**src/rtl/ecpri_resp_sched_if.sv**
```systemverilog
// Tx byte stream and buffer-RAM read port between the eCPRI response scheduler
// and its neighbours (switch on the stream side, shared rx/tx buffer on the RAM side).
interface ecpri_resp_sched_if #(
   parameter int ADDR_W = 8
);
   logic [7:0]        to_switch;
   logic              tx_valid;
   logic              tx_last;
   logic              tx_ready;
   logic              mem_rd_en;
   logic [ADDR_W-1:0] mem_addr;
   logic [7:0]        mem_data;

   modport master (
      output to_switch, tx_valid, tx_last, mem_rd_en, mem_addr,
      input  tx_ready, mem_data
   );

   modport slave (
      input  to_switch, tx_valid, tx_last, mem_rd_en, mem_addr,
      output tx_ready, mem_data
   );
endinterface

```
**src/rtl/ecpri_resp_sched.sv**
```systemverilog
// eCPRI remote-memory-access response scheduler: round-robin write/read response
// grant, 4-byte common header, then read payload fetched byte-by-byte from buffer RAM.
module ecpri_resp_sched #(
   parameter int          ADDR_W = 8,
   parameter logic [7:0]  HDR_B0 = 8'h10,
   parameter logic [7:0]  HDR_B1 = 8'h04
) (
   input  logic       clk,
   input  logic       reset,
   input  logic       send_write_resp,
   input  logic       send_read_resp,
   input  logic [7:0] tx_payload_len,
   output logic       wr_ack,
   output logic       rd_ack,
   output logic       busy,
   ecpri_resp_sched_if.master bus
);

   typedef enum logic [2:0] {IDLE, HDR, FETCH, LOAD, SEND} state_t;

   state_t            state_q, state_d;
   logic [7:0]        idx_q, idx_d;
   logic [7:0]        len_q, len_d;
   logic [7:0]        byte_q, byte_d;
   logic              vld_q, vld_d;
   logic              last_q, last_d;
   logic              rd_en_q, rd_en_d;
   logic [ADDR_W-1:0] addr_q, addr_d;
   logic              wr_ack_q, wr_ack_d;
   logic              rd_ack_q, rd_ack_d;
   logic              lg_rd_q, lg_rd_d;   // last grant was a read response
   logic              accept;
   logic              grant_wr;

   function automatic logic [7:0] hdr_byte(input logic [1:0] i, input logic [7:0] len);
      case (i)
         2'd0:    hdr_byte = HDR_B0;
         2'd1:    hdr_byte = HDR_B1;
         2'd2:    hdr_byte = 8'h00;
         default: hdr_byte = len;
      endcase
   endfunction

   assign accept   = vld_q & bus.tx_ready;
   assign grant_wr = send_write_resp & (~send_read_resp | lg_rd_q);

   always_comb begin
      state_d  = state_q;
      idx_d    = idx_q;
      len_d    = len_q;
      byte_d   = byte_q;
      vld_d    = vld_q;
      last_d   = last_q;
      rd_en_d  = 1'b0;
      addr_d   = addr_q;
      wr_ack_d = 1'b0;
      rd_ack_d = 1'b0;
      lg_rd_d  = lg_rd_q;
      case (state_q)
         IDLE: begin
            if (send_write_resp | send_read_resp) begin
               state_d  = HDR;
               wr_ack_d = grant_wr;
               rd_ack_d = ~grant_wr;
               lg_rd_d  = ~grant_wr;
               len_d    = grant_wr ? 8'd0 : tx_payload_len;
               idx_d    = 8'd0;
               byte_d   = HDR_B0;
               vld_d    = 1'b1;
               last_d   = 1'b0;
            end
         end
         HDR: begin
            if (accept) begin
               if (idx_q[1:0] == 2'd3) begin
                  vld_d  = 1'b0;
                  last_d = 1'b0;
                  idx_d  = 8'd0;
                  if (len_q == 8'd0) begin
                     state_d = IDLE;
                  end else begin
                     state_d = FETCH;
                     rd_en_d = 1'b1;
                     addr_d  = '0;
                  end
               end else begin
                  idx_d  = idx_q + 8'd1;
                  byte_d = hdr_byte(idx_q[1:0] + 2'd1, len_q);
                  last_d = (idx_q[1:0] == 2'd2) && (len_q == 8'd0);
               end
            end
         end
         FETCH: state_d = LOAD;
         // RAM data is valid the cycle after the strobe, i.e. in LOAD
         LOAD: begin
            byte_d  = bus.mem_data;
            vld_d   = 1'b1;
            last_d  = (idx_q == len_q - 8'd1);
            state_d = SEND;
         end
         SEND: begin
            if (accept) begin
               vld_d = 1'b0;
               if (last_q) begin
                  last_d  = 1'b0;
                  state_d = IDLE;
               end else begin
                  idx_d   = idx_q + 8'd1;
                  state_d = FETCH;
                  rd_en_d = 1'b1;
                  addr_d  = ADDR_W'(idx_q + 8'd1);
               end
            end
         end
         default: state_d = IDLE;
      endcase
   end

   always_ff @(posedge clk) begin
      if (reset) begin
         state_q  <= IDLE;
         idx_q    <= '0;
         len_q    <= '0;
         byte_q   <= '0;
         vld_q    <= 1'b0;
         last_q   <= 1'b0;
         rd_en_q  <= 1'b0;
         addr_q   <= '0;
         wr_ack_q <= 1'b0;
         rd_ack_q <= 1'b0;
         lg_rd_q  <= 1'b1;
      end else begin
         state_q  <= state_d;
         idx_q    <= idx_d;
         len_q    <= len_d;
         byte_q   <= byte_d;
         vld_q    <= vld_d;
         last_q   <= last_d;
         rd_en_q  <= rd_en_d;
         addr_q   <= addr_d;
         wr_ack_q <= wr_ack_d;
         rd_ack_q <= rd_ack_d;
         lg_rd_q  <= lg_rd_d;
      end
   end

   assign wr_ack        = wr_ack_q;
   assign rd_ack        = rd_ack_q;
   assign busy          = (state_q != IDLE);
   assign bus.to_switch = byte_q;
   assign bus.tx_valid  = vld_q;
   assign bus.tx_last   = last_q;
   assign bus.mem_rd_en = rd_en_q;
   assign bus.mem_addr  = addr_q;

endmodule

```
**src/flat_wrapper.sv**
```systemverilog
// flat-port wrapper written by rule: the top's interface ports become plain ports
module ecpri_resp_sched_flat 
#(
   parameter int          ADDR_W = 8,
   parameter logic [7:0]  HDR_B0 = 8'h10,
   parameter logic [7:0]  HDR_B1 = 8'h04
)
  (clk, reset, send_write_resp, send_read_resp, tx_payload_len, wr_ack, rd_ack, busy, bus_to_switch, bus_tx_valid, bus_tx_last, bus_mem_rd_en, bus_mem_addr, bus_tx_ready, bus_mem_data);
  ecpri_resp_sched_if #(.ADDR_W(ADDR_W)) bus_i ();
  input  logic clk;
  input  logic reset;
  input  logic send_write_resp;
  input  logic send_read_resp;
  input  logic [7:0] tx_payload_len;
  output logic wr_ack;
  output logic rd_ack;
  output logic busy;
  output wire logic [$bits(bus_i.to_switch)-1:0] bus_to_switch;
  output wire logic [$bits(bus_i.tx_valid)-1:0] bus_tx_valid;
  output wire logic [$bits(bus_i.tx_last)-1:0] bus_tx_last;
  output wire logic [$bits(bus_i.mem_rd_en)-1:0] bus_mem_rd_en;
  output wire logic [$bits(bus_i.mem_addr)-1:0] bus_mem_addr;
  input wire logic [$bits(bus_i.tx_ready)-1:0] bus_tx_ready;
  input wire logic [$bits(bus_i.mem_data)-1:0] bus_mem_data;
  assign bus_to_switch = bus_i.to_switch;
  assign bus_tx_valid = bus_i.tx_valid;
  assign bus_tx_last = bus_i.tx_last;
  assign bus_mem_rd_en = bus_i.mem_rd_en;
  assign bus_mem_addr = bus_i.mem_addr;
  assign bus_i.tx_ready = bus_tx_ready;
  assign bus_i.mem_data = bus_mem_data;
  ecpri_resp_sched #(.ADDR_W(ADDR_W), .HDR_B0(HDR_B0), .HDR_B1(HDR_B1)) u_core (.clk(clk), .reset(reset), .send_write_resp(send_write_resp), .send_read_resp(send_read_resp), .tx_payload_len(tx_payload_len), .wr_ack(wr_ack), .rd_ack(rd_ack), .busy(busy), .bus(bus_i));
endmodule
```
**config.mk**
```make
export PLATFORM = sky130hd
export DESIGN_NAME = ecpri_resp_sched_flat
export DESIGN_NICKNAME = d
export VERILOG_FILES = /design/src/rtl/ecpri_resp_sched_if.sv /design/src/rtl/ecpri_resp_sched.sv /design/src/flat_wrapper.sv
export SDC_FILE = /design/constraint.sdc
export NUM_CORES = 1
export LEC_CHECK = 0
export ABC_AREA = 1
export ABC_CLOCK_PERIOD_IN_PS = 1800
export CAP_MARGIN = 20
export CORE_UTILIZATION = 47
export CTS_CLUSTER_DIAMETER = 120
export DETAILED_ROUTE_END_ITERATION = 6
export PLACE_DENSITY = 0.76
export SLEW_MARGIN = 20
export SYNTH_ARGS = -nofsm -noshare
export SYNTH_HDL_FRONTEND = slang
export SYNTH_SLANG_ARGS = --single-unit
export TNS_END_PERCENT = 30
```
**constraint.sdc**
```tcl
create_clock -name clk -period 1.8 [get_ports clk]
set_clock_uncertainty 0.2 [all_clocks]
set_input_delay 0.36 -clock clk [delete_from_list [all_inputs] [get_ports clk]]
set_output_delay 0.36 -clock clk [all_outputs]
set_load 0.02 [all_outputs]
```
==> out/qor.yml <==
logic_synthesis:
  yosys-top-cells-area: "dfxtp_1, nand2_1, a21oi_1"
  ys_types: 37
  synthCells: 316
  synth_top_area_share_pct: 35.6
  syn_nets: 343
  yosysSeqAreaShare_pct: 35.6
  yosysTopAreaCell: "dfxtp_1"
  syn_area_per_cell_sq_um: 7.29
  synth_top_flop_cell: "dfxtp_1"
  synthArstFlopShare_pct: 0
  synth_edf_count: 0
  ys_seq_elements: 41
  yosysWarnings: 0
  syn_area_sq_um: 2300
setup_path:
  crit_chain: "clkdlybuf4s50_1"
  cp.depth: 1
  required_ps: 1240
  worst_setup_path_end_kind: "output pin"
  cp_data_arrival_time_ps: 1200
  ff2ff_path_depth: 8
  cpMaxStageDelayCell: "clkdlybuf4s50_1"
  start_kind: "register"
  criticalPathCategory: "reg2out"
  worstPathMaxFanout: 1
  crit_buf_inv: 1
  crit_path_max_incr_delay_ps: 590
  crit_family: "buffers and inverters"
timing:
  slew_headroom_pct: 74.1
  timing.final.crit_share_pct: 97.6
  hold_slack_ps: 269
  worst_slew_pin_slew_ps: 387
  hold_viol: 0
  setup_viol: 0
  setup_slack_ps: 43.6
  drv_slew: 0
  fin_crit_ps: 1760
  rsz0062_at_grt: "true"
  max_freq_mhz: 569
route:
  first_pass_iters: 4
  drc_errors: 0
  wirelength_microns: 5940
  ant_nets: 0
  dr.first_iter.drc_count: 112
  vias: 2314
  vias_per_cell: 5.15
  post_drt_wl_per_cell_microns: 13.2
outcome:
  status: "completed"
grt:
  grt_pass1_wl_microns: 9380
  grt_use_total_pct: 23.1
  grt_max_degree: 17
  grt_pass1_vias: 2104
  antenna_found_initial: 0
  grt-ovfl-total: 0
clocking:
  root_buffer: "clkbuf_8"
  max-clock-path-buffers: 2
  cts_made_buffers: 5
  clock_sinks: 41
  clk_pin_slew_worst_paths_ps: 80
  cts_tree: "built"
  cts_hold_buffers: 0
  cts_setup_buffers: 0
  clk_latency_ps: 290
  ctsHtreeMaxLevel: 2
worst_hold_path:
  hold_depth: 2
  hold_path.class: "reg2reg"
floorplanning:
  die_y_microns: 72.0
  die_area_sq_um: 5190
  pin_count: 43
  die_w_microns: 72.0
  placeableCoreArea_sq_um: 4720
  rows: 25
  start_util_pct: 48.8
power:
  peakVddDrop_mv: 0.774
  p_leak_nw: 1.45
  powerDensity_nw_per_um2: 1340
placement:
  port_buffers: 42
  place.gp.congestion: 0.851
  dp_cells: 442
  dp_slack_ps: -236
  dpl.hpwl_microns: 4310
cells_and_area:
  seqCellArea_sq_um: 831
  fillCellCount: 400
  layout-drive-gt1-share_pct: 26.4
  syn_to_final_growth_pct: 37.8
  final_cell_mix: "nand2_1, dfxtp_1, buf_4, inv_1, nor2_1"
  layoutNonFillerInstCount: 449
  diodes: 0
  multiInputGateArea_sq_um: 1390
  layout_commonest_cell: "nand2_1"
  fin_nets: 409
run:
  cap_violations: 0
-- state kept, by name, summed over array words and instances, names as in the netlist --
name / cells
u_core.lg_rd_q: 1
u_core.state_q: 3
u_core.bus.to_switch: 8
u_core.idx_q: 8
u_core.len_q: 8
u_core.rd_ack: 1
u_core.wr_ack: 1
u_core.bus.mem_addr: 8
u_core.bus.mem_rd_en: 1
u_core.bus.tx_valid: 1
u_core.bus.tx_last: 1
-- worst reg2reg max path, stage by stage, from the launching register on --
cell     delay, ps
dfxtp_2        340
inv_2           70
nor2_2         140
nand2_2        130
inv_2          150
o21ai_0        140
o211a_4        230
o21ai_0        190
a21oi_1         60
-- cell families (layout without fill, tap and decap cells) --
| logic type | Yosys count | after routing | share of synthesized area [%] |
|---|---|---|---|
| AO/OA/AOI/OAI | 68 | 68 | 19.1 |
| AND/OR/NAND/NOR | 144 | 144 | 30.2 |
| flip-flops | 41 | 41 | 35.6 |
| adder cells (fa/ha/maj) | 6 | 6 | 3.26 |
| buffers and inverters | 48 | 114 | 8.41 |
| XOR/XNOR | 9 | 9 | 3.42 |
-- repair_timing --
action / in CTS / in global routing
cloned: 0 / 0
gates resized for setup: 19 / 39
pin swaps: 0 / 6
setup endpoints to repair: 24 / 36
-- per-layer routing --
metal  wire (microns)  global-route usage (%)
met3              340                    4.86
met5                0                       0
met4              142                    9.37
met1             2710                    28.2
met2             2750                    39.6
-- power breakdown --
group,switching (mW),internal (mW)
clock network,0.312,0.403
registers,0.147,1.10
logic,1.39,0.913
total,1.85,2.42
-- path summary, 6_finish.rpt --
kind,startpoint,to,slack (ps)
setup / recovery,u_core.bus.mem_rd_en,bus_mem_rd_en,40
hold / removal,u_core.bus.mem_addr[5],u_core.bus.mem_addr[5],270
setup reg to reg,u_core.state_q[0],u_core.bus.to_switch[6],40
hold reg to reg,u_core.bus.mem_addr[5],u_core.bus.mem_addr[5],270
-- per-stage QoR --
stage	util (%)	instance area [sq um]	total power [mW]	setup TNS, ps
after floorplan	-	2310	2.68	0
after global placement	63.0	2980	3.42	-3530
after detailed placement	63.0	2980	3.47	-4850
after CTS	64.9	3070	4.15	-12.6
after global routing	67.2	3180	4.55	-74.5
final	67.2	3180	4.27	0
-- cell usage after synthesis (3+ instances only) --
master,instances
a21oi_2,6
nor2_2,3
ha_1,6
nor3_1,6
a32oi_1,6
clkbuf_1,9
inv_1,27
nand2_1,66
nand3_1,13
nand2_4,3
o21ai_0,15
nor2_1,29
o21ai_1,3
a21oi_1,26
dfxtp_1,41
nand2_2,10
a32o_1,4
xor2_1,8
nand4_1,8
inv_2,7
-- cell type report --
| type | count | share of cell area [%] |
|---|---|---|
| multi-input combinational | 227 | 43.7 |
| sequential | 41 | 26.2 |
| timing repair buffer | 71 | 19.7 |
| inverter | 36 | 4.57 |
| tap | 67 | 2.64 |
| clock buffer | 5 | 2.17 |
| clock inverter | 2 | 1.10 |
(Power assumes the default switching activity.)
